File: src/rtl/y86_pkg.sv
// Shared Y86-64 encodings: icodes, status codes, register sentinel and the
// pipeline-control run-state encoding.
package y86_pkg;

  localparam logic [3:0] I_HALT   = 4'h0;
  localparam logic [3:0] I_NOP    = 4'h1;
  localparam logic [3:0] I_RRMOVQ = 4'h2;
  localparam logic [3:0] I_IRMOVQ = 4'h3;
  localparam logic [3:0] I_RMMOVQ = 4'h4;
  localparam logic [3:0] I_MRMOVQ = 4'h5;
  localparam logic [3:0] I_OPQ    = 4'h6;
  localparam logic [3:0] I_JXX    = 4'h7;
  localparam logic [3:0] I_CALL   = 4'h8;
  localparam logic [3:0] I_RET    = 4'h9;
  localparam logic [3:0] I_PUSHQ  = 4'hA;
  localparam logic [3:0] I_POPQ   = 4'hB;

  localparam logic [3:0] S_AOK = 4'h1;
  localparam logic [3:0] S_HLT = 4'h2;
  localparam logic [3:0] S_ADR = 4'h3;
  localparam logic [3:0] S_INS = 4'h4;

  localparam logic [3:0] RNONE = 4'hF;

  typedef enum logic [1:0] {
    RS_IDLE  = 2'd0,
    RS_RUN   = 2'd1,
    RS_DRAIN = 2'd2,
    RS_HALT  = 2'd3
  } run_state_e;

  function automatic logic is_exc(input logic [3:0] s);
    return (s == S_HLT) || (s == S_ADR) || (s == S_INS);
  endfunction

endpackage

File: src/rtl/pipe_perf_cnt.sv
// Saturating up-counter with enable and synchronous clear; holds at all-ones.
module pipe_perf_cnt #(
  parameter int W = 32
) (
  input  logic         clk,
  input  logic         clr,
  input  logic         en,
  output logic [W-1:0] cnt
);

  logic [W-1:0] cnt_q, cnt_d;

  // NOTE: every variable assigned in always_comb gets a default first, so no
  // path leaves it unassigned and no latch is inferred.
  always_comb begin
    cnt_d = cnt_q;
    if (en && (cnt_q != '1)) cnt_d = cnt_q + W'(1);
  end

  // NOTE: sequential state uses non-blocking assignments only.
  always_ff @(posedge clk) begin
    if (clr) cnt_q <= '0;
    else     cnt_q <= cnt_d;
  end

  assign cnt = cnt_q;

endmodule

File: src/rtl/pipe_ctrl.sv
// Y86-64 pipeline control: hazard stall/bubble generation, run/drain/halt
// sequencing and performance counters.
module pipe_ctrl
  import y86_pkg::*;
#(
  parameter int CNT_W = 32
) (
  input  logic             clk,
  input  logic             reset,
  input  logic             start,
  input  logic [3:0]       D_icode,
  input  logic [3:0]       d_srcA,
  input  logic [3:0]       d_srcB,
  input  logic [3:0]       E_icode,
  input  logic [3:0]       E_dstM,
  input  logic             e_Cnd,
  input  logic [3:0]       M_icode,
  input  logic [3:0]       m_stat,
  input  logic [3:0]       W_icode,
  input  logic [3:0]       W_stat,
  output logic             F_stall,
  output logic             D_stall,
  output logic             D_bubble,
  output logic             E_bubble,
  output logic             M_bubble,
  output logic             W_stall,
  output logic [1:0]       run_state,
  output logic [3:0]       halt_stat,
  output logic [CNT_W-1:0] cyc_cnt,
  output logic [CNT_W-1:0] retire_cnt,
  output logic [CNT_W-1:0] lu_cnt,
  output logic [CNT_W-1:0] mp_cnt
);

  run_state_e state_q, state_d;
  logic [3:0] halt_stat_q, halt_stat_d;

  logic lu, rt, mp, m_exc, w_exc, running;

  assign lu = ((E_icode == I_MRMOVQ) || (E_icode == I_POPQ)) &&
              (E_dstM != RNONE) &&
              ((E_dstM == d_srcA) || (E_dstM == d_srcB));
  assign rt    = (D_icode == I_RET) || (E_icode == I_RET) || (M_icode == I_RET);
  assign mp    = (E_icode == I_JXX) && !e_Cnd;
  assign m_exc = is_exc(m_stat);
  assign w_exc = is_exc(W_stat);

  // Defaults are the IDLE controls; reset forces them regardless of state.
  always_comb begin
    F_stall  = 1'b1;
    D_stall  = 1'b0;
    D_bubble = 1'b1;
    E_bubble = 1'b1;
    M_bubble = 1'b1;
    W_stall  = 1'b0;
    if (!reset) begin
      unique case (state_q)
        RS_RUN, RS_DRAIN: begin
          F_stall  = lu | rt;
          D_stall  = lu;
          D_bubble = mp | (rt & ~lu);
          E_bubble = mp | lu;
          M_bubble = m_exc | w_exc | (state_q == RS_DRAIN);
          W_stall  = w_exc;
        end
        RS_HALT: W_stall = 1'b1;
        default: ;
      endcase
    end
  end

  always_comb begin
    state_d     = state_q;
    halt_stat_d = halt_stat_q;
    unique case (state_q)
      RS_IDLE:  if (start) state_d = RS_RUN;
      RS_RUN:   if (m_exc) state_d = w_exc ? RS_HALT : RS_DRAIN;
      RS_DRAIN: if (w_exc) state_d = RS_HALT;
      default:  ;
    endcase
    // The status that reaches write-back on the entry edge is the one that stopped us.
    if ((state_d == RS_HALT) && (state_q != RS_HALT)) halt_stat_d = W_stat;
  end

  always_ff @(posedge clk) begin
    if (reset) begin
      state_q     <= RS_IDLE;
      halt_stat_q <= S_AOK;
    end else begin
      state_q     <= state_d;
      halt_stat_q <= halt_stat_d;
    end
  end

  assign run_state = state_q;
  assign halt_stat = halt_stat_q;

  assign running = (state_q == RS_RUN) || (state_q == RS_DRAIN);

  pipe_perf_cnt #(.W(CNT_W)) u_cyc_cnt (
    .clk (clk),
    .clr (reset),
    .en  (running),
    .cnt (cyc_cnt)
  );

  pipe_perf_cnt #(.W(CNT_W)) u_retire_cnt (
    .clk (clk),
    .clr (reset),
    .en  (running && (W_stat == S_AOK) && (W_icode != I_NOP) && !W_stall),
    .cnt (retire_cnt)
  );

  pipe_perf_cnt #(.W(CNT_W)) u_lu_cnt (
    .clk (clk),
    .clr (reset),
    .en  (running && lu),
    .cnt (lu_cnt)
  );

  pipe_perf_cnt #(.W(CNT_W)) u_mp_cnt (
    .clk (clk),
    .clr (reset),
    .en  (running && mp),
    .cnt (mp_cnt)
  );

endmodule

File: config.mk
export PLATFORM = sky130hd
export DESIGN_NAME = pipe_ctrl
export DESIGN_NICKNAME = d
export VERILOG_FILES = /design/src/rtl/y86_pkg.sv /design/src/rtl/pipe_perf_cnt.sv /design/src/rtl/pipe_ctrl.sv
export SDC_FILE = /design/constraint.sdc
export NUM_CORES = 1
export LEC_CHECK = 0
export BUFFER_PORTS_ARGS = -buffer_cell sky130_fd_sc_hd__buf_2
export CELL_PAD_IN_SITES_DETAIL_PLACEMENT = 1
export CELL_PAD_IN_SITES_GLOBAL_PLACEMENT = 1
export CORE_ASPECT_RATIO = 0.8
export CORE_MARGIN = 4
export CORE_UTILIZATION = 40
export CTS_CLUSTER_SIZE = 16
export DETAILED_ROUTE_END_ITERATION = 7
export GPL_ROUTABILITY_DRIVEN = 0
export PLACE_DENSITY = 0.82
export SLEW_MARGIN = 20
export SYNTH_ARGS = -nofsm -noshare
export SYNTH_HDL_FRONTEND = slang
export SYNTH_SLANG_ARGS = --single-unit
File: constraint.sdc
create_clock -name clk -period 2.7 [get_ports clk]
set_input_delay 0.27 -clock clk [delete_from_list [all_inputs] [get_ports clk]]
set_output_delay 0.27 -clock clk [all_outputs]
set_load 0.01 [all_outputs]
==> qor_table.md, run 1 <==
| Step | Result | Reported |
|---|---|---|
| outcome | Outcome | finished clean |
| yosys | Syn Nets | 967 |
| placement | Cell total after placement | 1,324 |
| sta | Aggregate negative setup slack | 0 ns |
| worst setup path | Buffers and inverters on the worst path | 3 |
| clocking | Clock latency at the later pin of the worst-skew pair | 0.42 ns |
| yosys | Synth Flop Type | sky130_fd_sc_hd__dfxtp_1 |
| finish | Post-layout net count | 1,138 |
| sta | Total count of max-transition violations in the final report | 0 |
| floorplanning | Width of the die | 162 µm |
| detailed routing | Total via count in the routed design | 8,125 |
| sta | Worst Setup Slack, final | 0.215 ns |
| worst setup path | Critical R2R Launch | run_state[1] |
| worst setup path | Critical Path Source Type | flip-flop |
| detailed routing | Violation count after the first detailed-route iteration | 591 |
| worst setup path | Critical path start-end classification | flip-flop to primary output |
| run | Max-cap violations | 0 |
| yosys | Flip-flop and latch count after synthesis | 134 |
| finish | Final cell utilization of the core | 0.517 |
| floorplanning | Height of the die | 131 µm |
| floorplanning | Starting density of the core | 0.412 |
| worst setup path | Cell with the largest stage delay on the worst path | sky130_fd_sc_hd__ha_1 |
| sta | Worst-Margin Slew | 0.752 ns |
| clocking | # hold bufs at CTS | 0 |
| clocking | CTS clock-pin slew for the worst setup and hold paths | 0.06 ns |
| yosys | Synthesized area | 7550 µm² |
| yosys | Syn avg cell area | 8.22 µm² |
| detailed routing | Avg Vias per Cell | 5.99 |
| placement | Placement-stage worst setup slack | 0.216 ns |
| floorplanning | Number of placed I/O pins | 180 |
| floorplanning | Overall die area | 21,200 µm² |
| yosys | Netlist cell types | 54 |
| pwr | Power density over the cells | 511 nW/µm² |
| clocking | Inserted Clock Buffers | 17 |
| sta | Relative slew slack | 0.494 |
| detailed routing | Routed wire length | 25,200 µm |
| worst hold path | Hold Crit Class | input pin to flip-flop |
| pwr | Max VDD drop | 286 µV |
| worst setup path | Critical path required time | 2.43 ns |
| global route | Antenna violations before repair | 2 |
| sta | Final period utilization | 0.920 |
| worst setup path | Cell-by-cell trace of the critical path | inv_1 -> ha_1 -> buf_4 -> nand2_1 -> nor4_1 -> o21ai_0 -> buf_2 |
| worst hold path | Startpoint of the worst hold path | W_stat[2] |
| sta | Final setup violation count | 0 |
| sta | Highest Clock Rate | 402 MHz |
| finish | Final non-filler cell total | 1,356 |
| yosys | Syn Inst Count | 919 |
| finish | Area growth syn-to-layout | 25.6% |
| global route | Number of global-route vias before repair | 7,793 |
| global route | First-pass GRT wire length | 40,900 µm |
| detailed routing | Number of DRC violations after detailed routing | 0 |
| worst setup path | Maximum fanout count along the critical path | 11 |
| sta | Final critical path time including I/O delays and setup | 2.48 ns |
| floorplanning | Number of core rows | 44 |
| sta | Unrepaired setup endpoints after global routing | no |
| yosys | Share of flip-flops with an asynchronous set or reset after synthesis | 0 |
| detailed routing | DR pass1 iterations | 5 |
| clocking | Library cell used as clock root buffer | sky130_fd_sc_hd__clkbuf_16 |
| yosys | Part of the Yosys area used for sequential elements | 0.355 |
| detailed routing | Antenna Violating Nets Remaining | 0 |
| finish | Filler cells | 2,326 |
| detailed routing | WL/cell | 18.6 µm |
| sta | Clock skew after layout | 0.0180 ns |
| clocking | Maximum root-to-sink buffer count | 2 |
| placement | Post-detail-place hpwl | 17,800 µm |
| global route | Total routing resource utilization after global routing | 0.232 |
| clocking | H-tree levels | 4 |
| global route | Global route overflow | 0 |
| worst setup path | Slowest Stage Delay on Critical Path | 0.40 ns |
| clocking | Number of clock sinks | 134 |
| placement | IO Port Bufs | 179 |
| floorplanning | Core area | 18,300 µm² |
| worst setup path | Element type at the critical path end | primary output |
| worst setup path | Critical Path Source | run_state[1] |
| yosys | Number of synthesis warnings | 0 |
| sta | Final Hold Violating Endpoints | 0 |
| yosys | Number of enable-type register cells in the synthesized netlist | 0 |
| finish | Fraction of layout cells with a size suffix above 1 | 0.257 |
| worst setup path | Crit-path leading delay family | buffers and inverters |
| pwr | Total leakage power | 3.44 nW |
| global route | Pin count of the biggest net entering global routing | 96 |
| finish | ANT cells | 0 |
| worst setup path | Arrival time reported for the critical path endpoint | 2.21 ns |
| clocking | CTS tree | built |
## logic make-up (layout without fill, tap and decap cells)
| group | Yosys count | after routing | synth area share |
|---|---|---|---|
| multiplexers | 23 | 23 | 0.0335 |
| XOR/XNOR | 11 | 11 | 0.0128 |
| AND/OR/NAND/NOR | 428 | 428 | 0.342 |
| AO/OA/AOI/OAI | 232 | 232 | 0.198 |
| adder cells (fa/ha/maj) | 8 | 8 | 0.0133 |
| buffers and inverters | 83 | 267 | 0.0456 |
| flip-flops | 134 | 134 | 0.355 |
## where the power goes
part           total, mW  internal (mW)  leakage (nW)  switching, mW
Clock               2.55           1.62         0.306          0.927
Sequential          2.00           1.99          1.08         0.0114
Combinational      0.299          0.110          2.06          0.189
Total               4.85           3.72          3.44           1.13
## cell usage after synthesis, drive strengths merged (6+ instances only)
| cell type | count | area (µm²) |
|---|---|---|
| nor4b | 7 | 61.3 |
| clkbuf | 46 | 174 |
| or3 | 23 | 144 |
| buf | 16 | 91.3 |
| nor4 | 27 | 188 |
| o311ai | 11 | 104 |
| o21ai | 23 | 115 |
| dfxtp | 134 | 2680 |
| nand4 | 48 | 300 |
| xor2 | 9 | 78.8 |
| nand3 | 54 | 270 |
| nor2 | 48 | 180 |
| o31ai | 71 | 533 |
| inv | 21 | 78.8 |
| ha | 8 | 100 |
| nor3b | 6 | 45.0 |
| nand2 | 51 | 191 |
| or4 | 71 | 533 |
| o41ai | 13 | 114 |
| and2 | 8 | 50.1 |
| and4 | 14 | 123 |
| a21oi | 96 | 480 |
| o21a | 6 | 45.0 |
| nor2b | 15 | 93.8 |
| or2 | 11 | 68.8 |
| and3 | 16 | 100 |
| nor3 | 12 | 70.1 |
| mux2 | 18 | 203 |
## cell type report
type                    count  area [µm²]  share of cell area
inverters                  21        78.8             0.00831
clock inverters            11         170              0.0179
clock buffers              21         470              0.0496
multi-input cells         702        4560               0.480
well taps                 253         317              0.0334
flip-flops and latches    134        2680               0.283
repair buffers            214        1210               0.128
## registers in the layout, summed over array words and instances, names as in the netlist
signal and flops:
u_retire_cnt.cnt 32, u_cyc_cnt.cnt 32, u_mp_cnt.cnt 32, run_state 2
halt_stat 4, u_lu_cnt.cnt 32
## per-layer routing
layer | GRT usage | up-vias | share of wire
met5 | 0 | - | 0.00083
met4 | 0.0502 | 4 | 0.0091
met3 | 0.0480 | 21 | 0.039
met2 | 0.388 | 159 | 0.47
met1 | 0.313 | 3994 | 0.48
li1 | - | 3947 | -
## worst reg2reg max path: cells and delay by family, from the launching register on
kind                     cells  cell delay [ns]
AO/OA/AOI/OAI                1             0.24
adder cells (fa/ha/maj)      1             0.40
buffers and inverters        2             0.31
flip-flops                   1             0.33
multiplexers                 1             0.37
AND/OR/NAND/NOR              3             0.71
## metrics by stage
step / instance area, µm² / hold slack (ns) / power [mW]
3_5_place_dp: 8830 / 0.449 / 2.34
6_report: 9490 / 0.133 / 4.85
2_1_floorplan: 7550 / 0.412 / 2.21
4_1_cts: 9470 / 0.113 / 4.89
3_3_place_gp: 8830 / 0.446 / 2.33
5_1_grt: 9490 / 0.127 / 5.00
## cell usage in the layout (no fill, tap or decap), types with 14 or more instances in the layout
| cell type | instances |
|---|---|
| sky130_fd_sc_hd__buf_4 | 32 |
| sky130_fd_sc_hd__o21ai_0 | 22 |
| sky130_fd_sc_hd__or4_1 | 71 |
| sky130_fd_sc_hd__nor4_1 | 23 |
| sky130_fd_sc_hd__or3_1 | 22 |
| sky130_fd_sc_hd__nand3_1 | 54 |
| sky130_fd_sc_hd__and4_1 | 14 |
| sky130_fd_sc_hd__dfxtp_1 | 134 |
| sky130_fd_sc_hd__nor2b_1 | 15 |
| sky130_fd_sc_hd__nand4_1 | 48 |
| sky130_fd_sc_hd__mux2_2 | 18 |
| sky130_fd_sc_hd__clkbuf_16 | 17 |
| sky130_fd_sc_hd__o31ai_1 | 71 |
| sky130_fd_sc_hd__and3_1 | 16 |
| sky130_fd_sc_hd__nand2_1 | 51 |
| sky130_fd_sc_hd__nor2_1 | 48 |
| sky130_fd_sc_hd__buf_2 | 178 |
| sky130_fd_sc_hd__inv_1 | 21 |
| sky130_fd_sc_hd__a21oi_1 | 96 |
## worst paths after layout
path                                         end  slack (ns)  cells after the start
worst min-delay path                halt_stat[2]        0.13                      3
worst max register to register  u_lu_cnt.cnt[25]        0.23                      8
worst max-delay path                    D_bubble        0.22                      7
worst min register to register      halt_stat[1]        0.46                      2
## repair_timing
item	in CTS	in global routing
setup endpoints to repair	0	2
resized for setup	0	3
setup buffers	0	0
Note: power is estimated with default switching activity, not from simulation.
==> run 2: changes to the inputs <==
CTS_CLUSTER_DIAMETER = 100   (was default)
clock period = 2.5 ns   (was 2.7 ns; I/O delays follow)
==> qor_table.md, run 2 (same netlist as run 1, synthesis figures left out) <==
| Step | Result | Reported | Delta |
|---|---|---|---|
| finish | Commonest non-fill, non-tap cells in the layout | sky130_fd_sc_hd__buf_2 (178), sky130_fd_sc_hd__dfxtp_1 (134), sky130_fd_sc_hd__a21oi_1 (96), sky130_fd_sc_hd__o31ai_1 (71), sky130_fd_sc_hd__or4_1 (71) |  |
| run | Max-cap violations | 0 | unchanged |
| detailed routing | Violation count after the first detailed-route iteration | 539 | -8.8% |
| placement | Cell area reported after detailed placement | 8970 µm² | +1.6% |
| global route | Number of global-route vias before repair | 8,220 | +5.5% |
| detailed routing | Routed wire length | 25,700 µm | +1.9% |
| pwr | Post-route total power | 5.42 mW | +12% |
| outcome | Outcome | finished clean |  |
| clocking | # hold bufs at CTS | 0 | unchanged |
| detailed routing | WL/cell | 18.7 µm | +0.37% |
| sta | Clock skew after layout | 0.00944 ns | -0.00854 ns |
| clocking | Library cell used as clock root buffer | sky130_fd_sc_hd__clkbuf_16 |  |
| sta | Worst-Margin Slew | 0.735 ns | -0.0166 ns |
| sta | Worst hold slack across all endpoints | 0.114 ns | -0.0190 ns |
| sta | Total count of max-transition violations in the final report | 0 | unchanged |
| clocking | Maximum root-to-sink buffer count | 2 | unchanged |
| floorplanning | Number of core rows | 44 | unchanged |
| global route | Antenna violations before repair | 2 | unchanged |
| floorplanning | Starting density of the core | 0.412 | unchanged |
| pwr | Total leakage power | 3.57 nW | +3.7% |
| placement | IO Port Bufs | 179 | unchanged |
| pwr | Max VDD drop | 362 µV | +26% |
| worst hold path | Startpoint of the worst hold path | W_stat[2] |  |
| sta | Final period utilization | 0.969 |  |
| sta | Final setup violation count | 0 | unchanged |
| finish | Filler cells | 2,260 | -2.8% |
| worst setup path | Maximum fanout count along the critical path | 8 | -3 |
| worst setup path | Critical path required time | 2.84 ns | +0.41 ns |
| global route | Busiest grt layer | met2 |  |
| pwr | Power density over the cells | 559 nW/µm² | +9.4% |
| sta | Final critical path time including I/O delays and setup | 2.42 ns |  |
| finish | Commonest non-fill, non-tap cell in the layout | sky130_fd_sc_hd__buf_2 |  |
| floorplanning | Core area | 18,300 µm² | unchanged |
| global route | First-pass GRT wire length | 41,900 µm | +2.6% |
| clocking | Number of clock sinks | 134 | unchanged |
| worst setup path | Critical R2R Launch | run_state[1] |  |
| worst hold path | Hold Crit Class | input pin to flip-flop |  |
| finish | Fraction of layout cells with a size suffix above 1 | 0.273 | +0.0159 |
| worst setup path | Internal reg-to-reg setup slack | 0.08 ns | -0.15 ns |
| sta | Final Hold Violating Endpoints | 0 | unchanged |
| sta | Worst Setup Slack, final | 0.0773 ns | -0.138 ns |
| worst setup path | Arrival time reported for the critical path endpoint | 2.77 ns | +0.56 ns |
| placement | Placement-stage worst setup slack | -0.0301 ns | -0.246 ns |
| clocking | Clock latency at the later pin of the worst-skew pair | 0.42 ns | about the same |
| detailed routing | Number of DRC violations after detailed routing | 0 | unchanged |
| detailed routing | Total via count in the routed design | 8,253 | +1.6% |
| floorplanning | Overall die area | 21,200 µm² | unchanged |
| finish | Final non-filler cell total | 1,376 | +1.5% |
| placement | Post-detail-place hpwl | 18,100 µm | +1.5% |
| worst setup path | Critical Path Source | run_state[1] |  |
| worst setup path | Cell with the largest stage delay on the worst path | sky130_fd_sc_hd__or3_4 |  |
| worst setup path | Critical Path Source Type | flip-flop |  |
| sta | Relative slew slack | 0.510 | +0.0157 |
| finish | ANT cells | 0 | unchanged |
| clocking | CTS clock-pin slew for the worst setup and hold paths | 0.06 ns | about the same |
| sta | Highest Clock Rate | 413 MHz |  |
| global route | Pin count of the biggest net entering global routing | 69 | -28% |
| detailed routing | DR pass1 iterations | 4 | -1 |
| global route | Global route overflow | 0 | unchanged |
| finish | Final cell utilization of the core | 0.529 | +0.0113 |
| global route | Met1 usage in global routing | 0.323 | +0.00938 |
| sta | Aggregate negative setup slack | 0 ns | unchanged |
| global route | Total routing resource utilization after global routing | 0.238 | +0.00602 |
| detailed routing | Antenna Violating Nets Remaining | 0 | unchanged |
| clocking | Inserted Clock Buffers | 17 | unchanged |
| worst setup path | Cell-by-cell trace of the critical path | inv_1 -> ha_4 -> and3_1 -> nand4_1 -> or3_4 -> or4_1 -> a21oi_1 |  |
| clocking | CTS tree | built |  |
| floorplanning | Number of placed I/O pins | 180 | unchanged |
| finish | Area growth syn-to-layout | 28.4% |  |
| clocking | H-tree levels | 4 | unchanged |
| placement | Cell total after placement | 1,343 | +1.4% |
| worst setup path | Slowest Stage Delay on Critical Path | 0.49 ns | +0.09 ns |
| detailed routing | Avg Vias per Cell | 6.00 | about the same |
| worst setup path | Critical path start-end classification | flip-flop to flip-flop |  |
| finish | Post-Layout Inst Area | 9690 µm² | +2.2% |
| floorplanning | Width of the die | 162 µm | unchanged |
| floorplanning | Height of the die | 131 µm | unchanged |
| global route | Met3 routing resource usage after global routing | 0.0445 | -0.00345 |
| finish | Post-layout net count | 1,158 | +1.8% |
| global route | Grt met2 use | 0.391 | +0.00296 |
| worst setup path | Element type at the critical path end | flip-flop |  |
run 2: area by class of cell:
type / count / area [µm²] / area share
inverter: 21 / 78.8 / 0.00813
sequential: 134 / 2680 / 0.277
timing repair buffer: 234 / 1360 / 0.140
clock buffer: 22 / 494 / 0.0510
clock inverter: 10 / 189 / 0.0195
tap: 253 / 317 / 0.0327
multi-input combinational: 702 / 4570 / 0.472
run 2: report_power, final:
group          total [mW]  internal, mW  switching (mW)
sequential           2.16          2.15          0.0125
clock                2.92          1.91            1.01
combinational       0.342         0.136           0.206
run 2: routing by layer:
layer | up-vias | wire length [µm] | part of all wire
li1 | 3997 | - | -
met1 | 4058 | 12000 | 0.47
met2 | 168 | 12300 | 0.48
met3 | 26 | 1050 | 0.041
met4 | 4 | 318 | 0.012
met5 | - | 29 | 0.0011
run 2: path summary, 6_finish.rpt:
path                             to  depth (start not counted)
hold reg to reg        halt_stat[3]                          2
setup reg to reg  u_cyc_cnt.cnt[27]                          7
hold / removal         halt_stat[2]                          3
setup / recovery  u_cyc_cnt.cnt[27]                          7
run 2: critical path, delay by kind of cell (launching register included):
family,cells,cell delay (ns)
AO/OA/AOI/OAI,1,0.17
flip-flops,1,0.33
AND/OR/NAND/NOR,4,1.40
buffers and inverters,1,0.10
adder cells (fa/ha/maj),1,0.35
run 2: repair_timing:
item	in CTS	in global routing
endpoints found under the setup margin	27	10
resized for setup	2	5
setup buffers	0	1
